### config.mk
export PLATFORM = sky130hd
export DESIGN_NAME = phys_reg_free_list
export DESIGN_NICKNAME = d
export VERILOG_FILES = /design/src/rtl/phys_reg_free_list.sv
export SDC_FILE = /design/constraint.sdc
export NUM_CORES = 1
export LEC_CHECK = 0
export BUFFER_PORTS_ARGS = -buffer_cell sky130_fd_sc_hd__clkbuf_2
export CAP_MARGIN = 20
export CORE_ASPECT_RATIO = 1.1
export CORE_MARGIN = 2
export CORE_UTILIZATION = 45
export CTS_BUF_LIST = sky130_fd_sc_hd__clkbuf_4 sky130_fd_sc_hd__clkbuf_8
export DETAILED_ROUTE_END_ITERATION = 8
export GPL_TIMING_DRIVEN = 0
export PLACE_DENSITY = 0.62
export SYNTH_ARGS = -nofsm -noshare
export SYNTH_HDL_FRONTEND = slang
export SYNTH_SLANG_ARGS = --single-unit
### constraint.sdc
create_clock -name clk -period 10.5 [get_ports clk]
set_clock_uncertainty 0.15 [all_clocks]
set_input_delay 0.525 -clock clk [delete_from_list [all_inputs] [get_ports clk]]
set_output_delay 0.525 -clock clk [all_outputs]
set_load 0.02 [all_outputs]
### src/rtl/phys_reg_free_list.sv
// Multi-port free list of physical register indices for rename, with a committed
// head pointer so a flush returns every speculative allocation in one cycle.
package general_defines;
  localparam int PHYS_REG_LENGTH = 64;
  localparam int ARCH_REG_LENGTH = 32;
  localparam int PHYS_REG_IDX_W  = $clog2(PHYS_REG_LENGTH);
endpackage

module phys_reg_free_list #(
  parameter int PHYS_REGS   = general_defines::PHYS_REG_LENGTH,
  parameter int ARCH_REGS   = general_defines::ARCH_REG_LENGTH,
  parameter int ALLOC_PORTS = 2,
  parameter int FREE_PORTS  = 2
) (
  input  logic                                            clk,
  input  logic                                            rst_n,
  input  logic [ALLOC_PORTS-1:0]                          alloc_req,
  output logic                                            alloc_gnt,
  output logic [ALLOC_PORTS*general_defines::PHYS_REG_IDX_W-1:0] alloc_idx,
  input  logic [FREE_PORTS-1:0]                           free_valid,
  input  logic [FREE_PORTS*general_defines::PHYS_REG_IDX_W-1:0]  free_idx,
  input  logic [$clog2(ALLOC_PORTS+1)-1:0]                commit_alloc_cnt,
  input  logic                                            flush,
  output logic [$clog2(PHYS_REGS-ARCH_REGS+1)-1:0]        free_count,
  output logic                                            empty,
  output logic                                            err
);
  localparam int FL_DEPTH = PHYS_REGS - ARCH_REGS;
  localparam int IDX_W    = general_defines::PHYS_REG_IDX_W;
  localparam int CNT_W    = $clog2(FL_DEPTH + 1);
  localparam int A_W      = $clog2(ALLOC_PORTS + 1);
  localparam int F_W      = $clog2(FREE_PORTS + 1);
  localparam int PTR_W    = (FL_DEPTH > 1) ? $clog2(FL_DEPTH) : 1;
  localparam int CX_W     = CNT_W + 1;

  logic [IDX_W-1:0] mem_q [FL_DEPTH];
  logic [IDX_W-1:0] mem_d [FL_DEPTH];
  logic [PTR_W-1:0] head_q, head_d, cmt_head_q, cmt_head_d, tail_q, tail_d;
  logic [CNT_W-1:0] count_q, count_d, out_q, out_d;
  logic             empty_q, empty_d, err_q, err_d;

  logic [A_W-1:0]   n_req, rank;
  logic [PTR_W-1:0] off;
  logic [CNT_W-1:0] grant_cnt, eff_cmt;
  logic             cmt_over, ovf;
  logic [CX_W-1:0]  base;
  logic [F_W-1:0]   n_acc;

  // Requested lanes take consecutive entries from head in lane order; idle lanes show head+k.
  always_comb begin
    n_req     = '0;
    rank      = '0;
    off       = '0;
    alloc_idx = '0;
    for (int k = 0; k < ALLOC_PORTS; k++) begin
      n_req = n_req + A_W'(alloc_req[k]);
    end
    alloc_gnt = (n_req != '0) && (CX_W'(count_q) >= CX_W'(n_req)) && !flush;
    for (int k = 0; k < ALLOC_PORTS; k++) begin
      off = alloc_req[k] ? PTR_W'(rank) : PTR_W'(k);
      alloc_idx[k*IDX_W +: IDX_W] = mem_q[head_q + off];
      rank = rank + A_W'(alloc_req[k]);
    end
    grant_cnt = alloc_gnt ? CNT_W'(n_req) : '0;
  end

  // Commit retires at most the outstanding allocations; anything beyond is an error.
  always_comb begin
    cmt_over   = CX_W'(commit_alloc_cnt) > CX_W'(out_q);
    eff_cmt    = cmt_over ? out_q : CNT_W'(commit_alloc_cnt);
    cmt_head_d = cmt_head_q + PTR_W'(eff_cmt);
    out_d      = flush ? '0 : (out_q - eff_cmt + grant_cnt);
    head_d     = flush ? cmt_head_d : (head_q + PTR_W'(grant_cnt));
  end

  // Releases append at tail; a lane that would push the count past the depth is dropped.
  always_comb begin
    mem_d = mem_q;
    ovf   = 1'b0;
    n_acc = '0;
    base  = CX_W'(count_q) - CX_W'(grant_cnt) + (flush ? CX_W'(out_q - eff_cmt) : CX_W'(0));
    for (int k = 0; k < FREE_PORTS; k++) begin
      if (free_valid[k]) begin
        if ((base + CX_W'(n_acc)) < CX_W'(FL_DEPTH)) begin
          mem_d[tail_q + PTR_W'(n_acc)] = free_idx[k*IDX_W +: IDX_W];
          n_acc = n_acc + F_W'(1);
        end else begin
          ovf = 1'b1;
        end
      end else begin
        n_acc = n_acc;
      end
    end
    count_d = CNT_W'(base + CX_W'(n_acc));
    tail_d  = tail_q + PTR_W'(n_acc);
    empty_d = (count_d == '0);
    err_d   = err_q | ovf | cmt_over;
  end

  // State registers; reset maps entry i to the first unmapped register ARCH_REGS+i.
  always_ff @(posedge clk or negedge rst_n) begin
    if (!rst_n) begin
      for (int i = 0; i < FL_DEPTH; i++) begin
        mem_q[i] <= IDX_W'(ARCH_REGS + i);
      end
      head_q     <= '0;
      cmt_head_q <= '0;
      tail_q     <= '0;
      count_q    <= CNT_W'(FL_DEPTH);
      out_q      <= '0;
      empty_q    <= 1'b0;
      err_q      <= 1'b0;
    end else begin
      mem_q      <= mem_d;
      head_q     <= head_d;
      cmt_head_q <= cmt_head_d;
      tail_q     <= tail_d;
      count_q    <= count_d;
      out_q      <= out_d;
      empty_q    <= empty_d;
      err_q      <= err_d;
    end
  end

  assign free_count = count_q;
  assign empty      = empty_q;
  assign err        = err_q;

endmodule

==> impl_metrics.env, run 1 <==
export IMPL_crit_path_max_fanout=10
export IMPL_grt_pass1_wl_mm=76.89
export IMPL_drc=0
export IMPL_finalHoldViolations=0
export IMPL_fin_crit_sh_pct=78.66
export IMPL_setup_ws_ps=2241
export IMPL_grt_pass1_vias=11898
export IMPL_avgRoutedWirePerCell_um=27.66
export IMPL_crit_path_end_kind="flip-flop"
export IMPL_outcome="complete, no violations"
export IMPL_synth_cells=1281
export IMPL_cts_buffers_inserted=42
export IMPL_tns_ps=0
export IMPL_antenna_found_initial=0
export IMPL_num_antenna_cells=0
export IMPL_nets=1459
export IMPL_worstReg2RegStart="out_q[1]"
export IMPL_fp_dieArea_um2=37700
export IMPL_cpMostUsedCell="ha_1"
export IMPL_cap_viol_max_count=0
export IMPL_yosysUniqueCellTypes=56
export IMPL_floorplan_initialDensity_pct=45.34
export IMPL_ios=42
export IMPL_power_density_nw_per_um2=356.0
export IMPL_cts_buffer_depth=3
export IMPL_pre_cts_ws_ps=1978
export IMPL_hp_start="free_idx[8]"
export IMPL_synthesis_area_um2=16270
export IMPL_hold_path_cell_count=2
export IMPL_die_height_um=203.5
export IMPL_grtUsageTotal_pct=28.42
export IMPL_cts_sinks=221
export IMPL_slew_headroom_pct=22.34
export IMPL_layout_drive_gt1_share_pct=55.96
export IMPL_yosys_warnings=0
export IMPL_crit_slowest_cell="a211oi_1"
export IMPL_grt_overflow=0
export IMPL_synth_seq_area_share_pct=34.85
export IMPL_vias=11766
export IMPL_cts_tree="built"
export IMPL_max_clock_freq_ghz=0.1211
export IMPL_ff2ff_path_depth=29
export IMPL_setup_viol=0
export IMPL_worst_hold_slack_ps=109.3
export IMPL_port_buffers=39
export IMPL_core_area_um2=35900
export IMPL_hpwlAfterDp_mm=38.54
export IMPL_gp_congestion=0.9460
export IMPL_crit_path_max_incr_delay_ps=870
export IMPL_drt_iter0_markers=869
export IMPL_critPathRequiredTime_ps=10810
export IMPL_irDropWorstVdd_mv=0.2094
export IMPL_rsz0062_at_grt="no"
export IMPL_syn_avg_cell_area_um2=12.70
export IMPL_synth_fp_nets=1357
export IMPL_critical_path_class="flip-flop to flip-flop"
export IMPL_crit_arrival_ps=8570
export IMPL_regToRegEndpoint="mem_q[30]"
export IMPL_die_w_um=185.3
export IMPL_hold_class="input port to flip-flop"
export IMPL_fin_crit_ps=8259
export IMPL_cts_resized=0
export IMPL_whs_endpoint="mem_q[8]"
export IMPL_rows=73
export IMPL_vias_per_cell=6.180
export IMPL_grt_max_degree=111
export IMPL_leakage_uw=0.007876
export IMPL_clk_insertion_delay_late_ps=570
export IMPL_detail_route_antenna_nets=0
export IMPL_cts_htree_levels=2
export IMPL_start_kind="flip-flop"
export IMPL_path_clk_slew_ps=60
export IMPL_rrSetupSlack_ps=2240
export IMPL_ys_async_sr_fraction_pct=100.0
export IMPL_syn2layout_area_growth_pct=11.99
export IMPL_cts_root_buf="clkbuf_8"
export IMPL_synth_edf_count=0
export IMPL_drtPass1Iterations=5
export IMPL_ys_dominant_reg_cell="dfstp_2"
export IMPL_slew_violations=0
export IMPL_worstMarginPinSlew_ps=1165
export IMPL_ys_ff_latch=221
export IMPL_drt_total_wl_mm=52.66
-- critical path: cells and delay by family, from the launching register on --
kind            cells  cell delay [ps]
fa+ha+maj           7             1970
buf+inv             5             1140
xor+xnor            1              160
mux                 1              390
compound gates      8             2650
flops               1              400
simple gates        7             1300
-- registers in the layout, indices dropped and copies added (netlist names) --
name / flops
tail_q: 5
mem_q: 192
empty: 1
err: 1
free_count: 6
out_q: 6
cmt_head_q: 5
head_q: 5
-- layout make-up --
type,count,area [um2]
Fill cell,3165,17670
Timing Repair Buffer,58,391.6
Sequential cell,221,5672
Clock inverter,6,30.03
Clock buffer,72,909.6
Inverter,48,180.2
Buffer,106,424.2
Multi-Input combinational cell,906,10010
Tap cell,487,609.3
-- worst max-delay path by stage --
| stage | from | to |
|---|---|---|
| detailed placement | commit_alloc_cnt[1] | mem_q[30] |
| global route | out_q[1] | mem_q[166] |
| finish | out_q[1] | mem_q[30] |
| global placement | commit_alloc_cnt[1] | mem_q[26] |
| CTS | out_q[1] | mem_q[163] |
| floorplan | commit_alloc_cnt[1] | empty |
-- placed cells by master, fill, tap and decap left out, types with 7 or more instances in the layout --
cell type and instances:
ha_1 48, buf_2 23, clkbuf_4 14, clkbuf_2 38, mux4_2 120, dfrtp_1 108
dfstp_2 113, or4_1 11, nand2_1 44, mux2_1 7, nand3_1 45, nor3_1 21
clkbuf_1 79, xnor2_1 18, a21oi_1 11, a21o_1 10, nand4_1 21, o21ai_0 8
clkbuf_8 60, inv_1 48, buf_1 11, fa_1 7, xor2_1 11, mux2_4 42
nor2_1 74, mux2_2 351
-- per-layer routing --
layer,vias to the layer above,global-route usage (%),share of wire [%]
met5,-,0,0
met4,0,18.00,7.6
met3,196,5.446,7.0
met2,560,45.92,47
met1,5994,34.91,38
li1,5016,-,-
-- cell usage after synthesis, drive strengths merged (2+ instances only) --
| cell type | instances | area (um2) |
|---|---|---|
| o21bai | 2 | 15.01 |
| fa | 7 | 140.1 |
| nor2 | 74 | 277.8 |
| buf | 27 | 127.6 |
| a21oi | 11 | 55.05 |
| nor3 | 24 | 125.1 |
| mux2 | 400 | 4662 |
| and3 | 3 | 18.77 |
| nor3b | 2 | 20.02 |
| o21ai | 9 | 48.80 |
| clkbuf | 79 | 296.5 |
| or2 | 3 | 18.77 |
| o22ai | 2 | 12.51 |
| or4 | 11 | 82.58 |
| nand2 | 44 | 165.2 |
| dfrtp | 108 | 2703 |
| mux4 | 120 | 2703 |
| a21o | 10 | 75.07 |
| inv | 48 | 180.2 |
| nand3 | 46 | 242.7 |
| nand3b | 4 | 30.03 |
| xor2 | 11 | 96.34 |
| nand2b | 3 | 18.77 |
| nor2b | 6 | 40.04 |
| dfstp | 113 | 2969 |
| or3b | 4 | 35.03 |
| or4b | 3 | 30.03 |
| a32oi | 2 | 17.52 |
| ha | 48 | 600.6 |
| a211oi | 2 | 15.01 |
| nand4 | 21 | 131.4 |
| nor4 | 2 | 12.51 |
| xnor2 | 18 | 157.7 |
-- timing repair --
item,CTS,global route
hold endpoints to repair,22,0
hold buffers,1,0
setup buffers,0,0
-- through the flow --
step | total power [uW] | util, % | instance area [um2] | instances
global route | 6856 | 50.77 | 18230 | 1904
finish | 6487 | 50.77 | 18230 | 1904
global placement | 5354 | 47.58 | 17080 | 1807
floorplan | 4373 | - | 16270 | 1281
CTS | 6422 | 50.64 | 18180 | 1900
detailed placement | 5457 | 47.99 | 17230 | 1821
-- cells by family (layout without fill, tap and decap cells) --
logic type / after synthesis / after routing / share of synthesized area [%]
AOI/OAI and AO/OA: 48 / 48 / 2.130
xor gates and xnor gates: 30 / 30 / 1.699
adders and majority gates: 55 / 55 / 4.551
buffers and inverters: 154 / 290 / 3.713
DFF: 221 / 221 / 34.85
muxes: 520 / 520 / 45.25
and+or+nand+nor: 253 / 253 / 7.804
-- power breakdown --
part | switching (uW) | internal (uW)
clock | 399 | 544
combinational | 2260 | 1810
sequential | 225 | 1260
total | 2880 | 3610
Note: power is estimated with default switching activity, not from simulation.
==> run 2, diff against run 1 <==
Settings changed: PLACE_DENSITY 0.62 to 0.64.
Clock period 10.5 ns to 7.1 ns, I/O delays scaled along.
==> impl_metrics.env, run 2 (synthesis results as in run 1) <==
export IMPL_hold_class="input port to flip-flop"
export IMPL_outcome="complete, no violations"
export IMPL_fin_crit_sh_pct=95.51
export IMPL_grt_pass1_vias=12370
export IMPL_drtPass1Iterations=5
export IMPL_worstReg2RegStart="out_q[1]"
export IMPL_rsz0062_at_grt="yes"
export IMPL_final_cell_mix="351 x mux2_2, 120 x mux4_2, 113 x dfstp_2, 108 x dfrtp_1"
export IMPL_vias=11877
export IMPL_port_buffers=39
export IMPL_crit_path_max_fanout=10
export IMPL_slew_violations=0
export IMPL_fill_cells=3117
export IMPL_fin_crit_ps=6781
export IMPL_tns_ps=0
export IMPL_cts_buffers_inserted=42
export IMPL_leakage_uw=0.007902
export IMPL_grtUsageTotal_pct=28.83
export IMPL_crit_arrival_ps=7100
export IMPL_cpMostUsedCell="ha_1"
export IMPL_die_height_um=203.5
export IMPL_cts_tree="built"
export IMPL_mostFrequentLayoutCell="mux2_2"
export IMPL_power_density_nw_per_um2=540.4
export IMPL_worst_hold_slack_ps=53.14
export IMPL_fp_dieArea_um2=37700
export IMPL_crit_path_end_kind="flip-flop"
export IMPL_layout_drive_gt1_share_pct=58.92
export IMPL_die_w_um=185.3
export IMPL_critPathRequiredTime_ps=7420
export IMPL_drc=0
export IMPL_gp_congestion=0.9940
export IMPL_grt_pass1_wl_mm=78.49
export IMPL_core_area_um2=35900
export IMPL_clk_insertion_delay_late_ps=560
export IMPL_cts_htree_levels=2
export IMPL_drt_iter0_markers=906
export IMPL_drt_total_wl_mm=52.79
export IMPL_hp_start="free_idx[10]"
export IMPL_vias_per_cell=6.202
export IMPL_crit_slowest_cell="fa_1"
export IMPL_finalHoldViolations=0
export IMPL_critical_path_class="flip-flop to flip-flop"
export IMPL_largest_reg_flops=192
export IMPL_grt_overflow=0
export IMPL_cts_sinks=221
export IMPL_ios=42
export IMPL_crit_path_max_incr_delay_ps=510
export IMPL_hpwlAfterDp_mm=38.56
export IMPL_irDropWorstVdd_mv=0.4310
export IMPL_max_clock_freq_ghz=0.1475
export IMPL_antenna_found_initial=3
export IMPL_floorplan_initialDensity_pct=45.34
export IMPL_detail_route_antenna_nets=0
export IMPL_cap_viol_max_count=0
export IMPL_cts_root_buf="clkbuf_8"
export IMPL_syn2layout_area_growth_pct=13.92
export IMPL_slew_headroom_pct=21.32
export IMPL_largest_register="mem_q"
export IMPL_setup_viol=0
export IMPL_grt_max_degree=111
export IMPL_nets=1467
export IMPL_start_kind="flip-flop"
export IMPL_worstMarginPinSlew_ps=1180
export IMPL_crit_start="out_q[1]"
export IMPL_path_clk_slew_ps=70
export IMPL_avgRoutedWirePerCell_um=27.57
export IMPL_cts_buffer_depth=3
export IMPL_rows=73
==> run 2: cell types whose count changed in the layout (fill, tap and decap cells not counted), moves of 3 or more <==
cell	change
nand3_1	-29
nand3_2	+29
buf_4	+13
clkbuf_8	-10
buf_2	-9
clkbuf_4	+7
clkbuf_1	-5
dlygate4sd3_1	+5
diode_2	+4
clkbuf_2	+3
nor3_2	-3
==> run 2: area by class of cell <==
class / instances / area [um2] / share of cell area [%]
diodes: 4 / 10.01 / 0.05399
plain buffers: 105 / 440.4 / 2.376
clock buffers: 68 / 817.0 / 4.407
clock inverters: 9 / 78.83 / 0.4252
inverters: 48 / 180.2 / 0.9719
multi-input cells: 906 / 10250 / 55.29
flip-flops and latches: 221 / 5672 / 30.59
well taps: 487 / 609.3 / 3.287
repair buffers: 67 / 481.7 / 2.598
==> run 2: timing repair <==
action	in CTS	in global routing
hold endpoints to repair	120	0
pin swaps	2	3
setup endpoints to repair	202	199
hold buffers	6	0
setup buffers	2	3
gates cloned	0	0
resized for setup	31	28
==> run 2: through the flow <==
| step | instances | worst slack (ps) | util, % | power, uW | area [um2] |
|---|---|---|---|---|---|
| finish | 1915 | 318.8 | 51.65 | 10020 | 18540 |
| global route | 1911 | -43.24 | 51.62 | 10580 | 18530 |
| CTS | 1902 | 6.776 | 51.07 | 9713 | 18330 |
| detailed placement | 1818 | -1107 | 47.95 | 8113 | 17210 |
| global placement | 1807 | -910.1 | 47.58 | 7952 | 17080 |
| floorplan | 1281 | 511.8 | - | 6467 | 16270 |
==> run 2: per-layer routing <==
layer	up-vias	global-route usage [%]	wire length, um
met5	-	0	13
met2	581	45.31	24220
met4	2	18.03	3885
met1	6067	36.42	20710
met3	182	5.893	3954
li1	5045	-	-
==> run 2: worst paths after layout <==
check	depth (start not counted)	slack, ps	to
worst max-delay path	29	320	empty
worst min-delay path	2	50	mem_q[4]
worst max register to register	29	320	empty
worst min register to register	1	370	err
max in group asynchronous	3	5890	mem_q[177]
min in group asynchronous	2	60	tail_q[1]
==> run 2: power breakdown <==
| group | switching (uW) | internal [uW] | leakage [uW] | total, uW |
|---|---|---|---|---|
| sequential | 344 | 1860 | 0.00257 | 2200 |
| combinational | 3600 | 2860 | 0.00486 | 6460 |
| clock | 592 | 767 | 0.000478 | 1360 |
==> run 2: critical path, delay by kind of cell (launching register included) <==
kind,cells,cell delay (ps)
muxes,1,170
buffers and inverters,6,880
DFF,1,400
adders and majority gates,8,2560
AOI/OAI and AO/OA,4,760
xor gates and xnor gates,2,430
and+or+nand+nor,8,1320
==> run 3, diff against run 2 <==
Settings changed: CELL_PAD_IN_SITES_DETAIL_PLACEMENT set to 0, CELL_PAD_IN_SITES_GLOBAL_PLACEMENT set to 1, PLACE_DENSITY 0.64 to 0.72.
Clock period 7.1 ns to 6.6 ns, I/O delays scaled along.
==> impl_metrics.env, run 3 (synthesis results as in run 1) <==
export IMPL_hold_class="input port to flip-flop"
export IMPL_cpMostUsedCell="ha_1"
export IMPL_mostFrequentLayoutCell="mux2_2"
export IMPL_hpwlAfterDp_mm=38.57
export IMPL_finalHoldViolations=0
export IMPL_critPathRequiredTime_ps=6900
export IMPL_fin_crit_ps=6336
export IMPL_rrSetupSlack_ps=260
export IMPL_cts_htree_levels=2
export IMPL_largest_register="mem_q"
export IMPL_core_area_um2=35900
export IMPL_power_density_nw_per_um2=589.1
export IMPL_grt_max_degree=99
export IMPL_regToRegEndpoint="mem_q[162]"
export IMPL_multi_input_area_um2=10510
export IMPL_antenna_found_initial=1
export IMPL_start_kind="flip-flop"
export IMPL_largest_reg_flops=192
export IMPL_nets=1481
export IMPL_cts_buffer_depth=3
export IMPL_critical_path_endpoint="mem_q[162]"
export IMPL_rows=73
export IMPL_crit_path_max_fanout=10
export IMPL_die_height_um=203.5
export IMPL_fp_dieArea_um2=37700
export IMPL_drt_total_wl_mm=53.46
export IMPL_worstMarginPinSlew_ps=1132
export IMPL_crit_arrival_ps=6640
export IMPL_cts_buffers_inserted=42
export IMPL_gp_congestion=0.9546
export IMPL_fin_crit_sh_pct=96.00
export IMPL_floorplan_initialDensity_pct=45.34
export IMPL_irDropWorstVdd_mv=0.3087
export IMPL_die_w_um=185.3
export IMPL_ff_latch_area_um2=5672
export IMPL_slew_violations=0
export IMPL_final_cell_mix="351 x mux2_2, 120 x mux4_2, 113 x dfstp_2, 108 x dfrtp_1, 73 x clkbuf_1"
export IMPL_dp_cells=1823
export IMPL_outcome="complete, no violations"
export IMPL_crit_start="out_q[1]"
export IMPL_crit_path_max_incr_delay_ps=500
export IMPL_crit_path_end_kind="flip-flop"
export IMPL_drt_iter0_markers=904
export IMPL_fin_cells=1926
export IMPL_port_buffers=39
export IMPL_rsz0062_at_grt="yes"
export IMPL_layout_drive_gt1_share_pct=61.20
export IMPL_grtUsageTotal_pct=28.97
export IMPL_crit_slowest_cell="fa_1"
export IMPL_drtPass1Iterations=5
export IMPL_ff2ff_path_depth=26
export IMPL_cap_viol_max_count=0
export IMPL_drc=0
export IMPL_grt_overflow=0
export IMPL_path_clk_slew_ps=60
export IMPL_avgRoutedWirePerCell_um=27.76
export IMPL_worst_hold_slack_ps=24.59
export IMPL_vias_per_cell=6.133
export IMPL_cts_root_buf="clkbuf_8"
export IMPL_grt_pass1_wl_mm=78.18
export IMPL_clk_insertion_delay_late_ps=590
export IMPL_setup_viol=0
export IMPL_critical_path_class="flip-flop to flip-flop"
export IMPL_fill_cells=3163
export IMPL_grt_pass1_vias=12049
export IMPL_detail_route_antenna_nets=0
export IMPL_cts_tree="built"
export IMPL_cts_sinks=221
export IMPL_ios=42
export IMPL_leakage_uw=0.008040
export IMPL_vias=11812
export IMPL_max_clock_freq_ghz=0.1578
export IMPL_worstReg2RegStart="out_q[1]"
export IMPL_slew_headroom_pct=24.52
export IMPL_syn2layout_area_growth_pct=16.65
-- run 3: layer usage --
metal	up-vias	GRT usage [%]	share of wire [%]
met5	-	0	0
met4	0	15.19	6.0
met3	167	6.625	7.3
met2	506	46.75	47
met1	6070	36.25	40
li1	5069	-	-
-- run 3: layout make-up --
type                       instances  share of cell area [%]
tap                              487                   3.210
inverter                          48                  0.9491
multi-input combinational        906                   55.36
antenna                            1                 0.01318
clock inverter                     5                  0.1450
timing repair buffer              82                   3.486
buffer                           104                   2.366
clock buffer                      72                   4.594
sequential                       221                   29.88
-- run 3: power breakdown --
part	internal (uW)	switching (uW)	leakage, uW
logic	3320	4050	0.00499
registers	2000	361	0.00257
clock network	828	625	0.000484
-- run 3: timing repair --
action	4_1_cts	5_1_grt
setup buffers	10	2
hold buffers	5	0
endpoints found under the setup margin	204	196
hold endpoints to repair	59	0
gates resized for setup	61	44
pin swaps	10	5
-- run 3: critical path, delay by kind of cell (launching register included) --
| kind | cells | cell delay [ps] |
|---|---|---|
| adders and majority gates | 7 | 2070 |
| and+or+nand+nor | 10 | 1980 |
| AOI/OAI and AO/OA | 3 | 630 |
| buffers and inverters | 4 | 470 |
| DFF | 1 | 410 |
| muxes | 1 | 390 |
| xor gates and xnor gates | 1 | 110 |
-- run 3: per-stage QoR --
step                setup slack [ps]  util (%)  total power, uW  instance area, um2  TNS, ps
floorplan                      12.39         -             6956               16270        0
global placement               -1816     47.58             8513               17080  -303780
detailed placement             -1891     48.25             8738               17320  -320940
CTS                            15.07     51.98            10740               18660        0
global route                  -50.00     52.88            11840               18980   -342.8
finish                         264.2     52.89            11180               18980        0
-- run 3: worst min path at each step --
stage	start	endpoint	slack, ps	cells past startpoint
after CTS	free_idx[7]	mem_q[7]	9	2
after floorplan	rst_n	cmt_head_q[0]	-120	0
after global placement	cmt_head_q[0]	cmt_head_q[0]	330	1
after detailed placement	rst_n	cmt_head_q[2]	200	1
after global routing	free_idx[7]	mem_q[1]	8	2
final	free_idx[7]	mem_q[7]	20	2
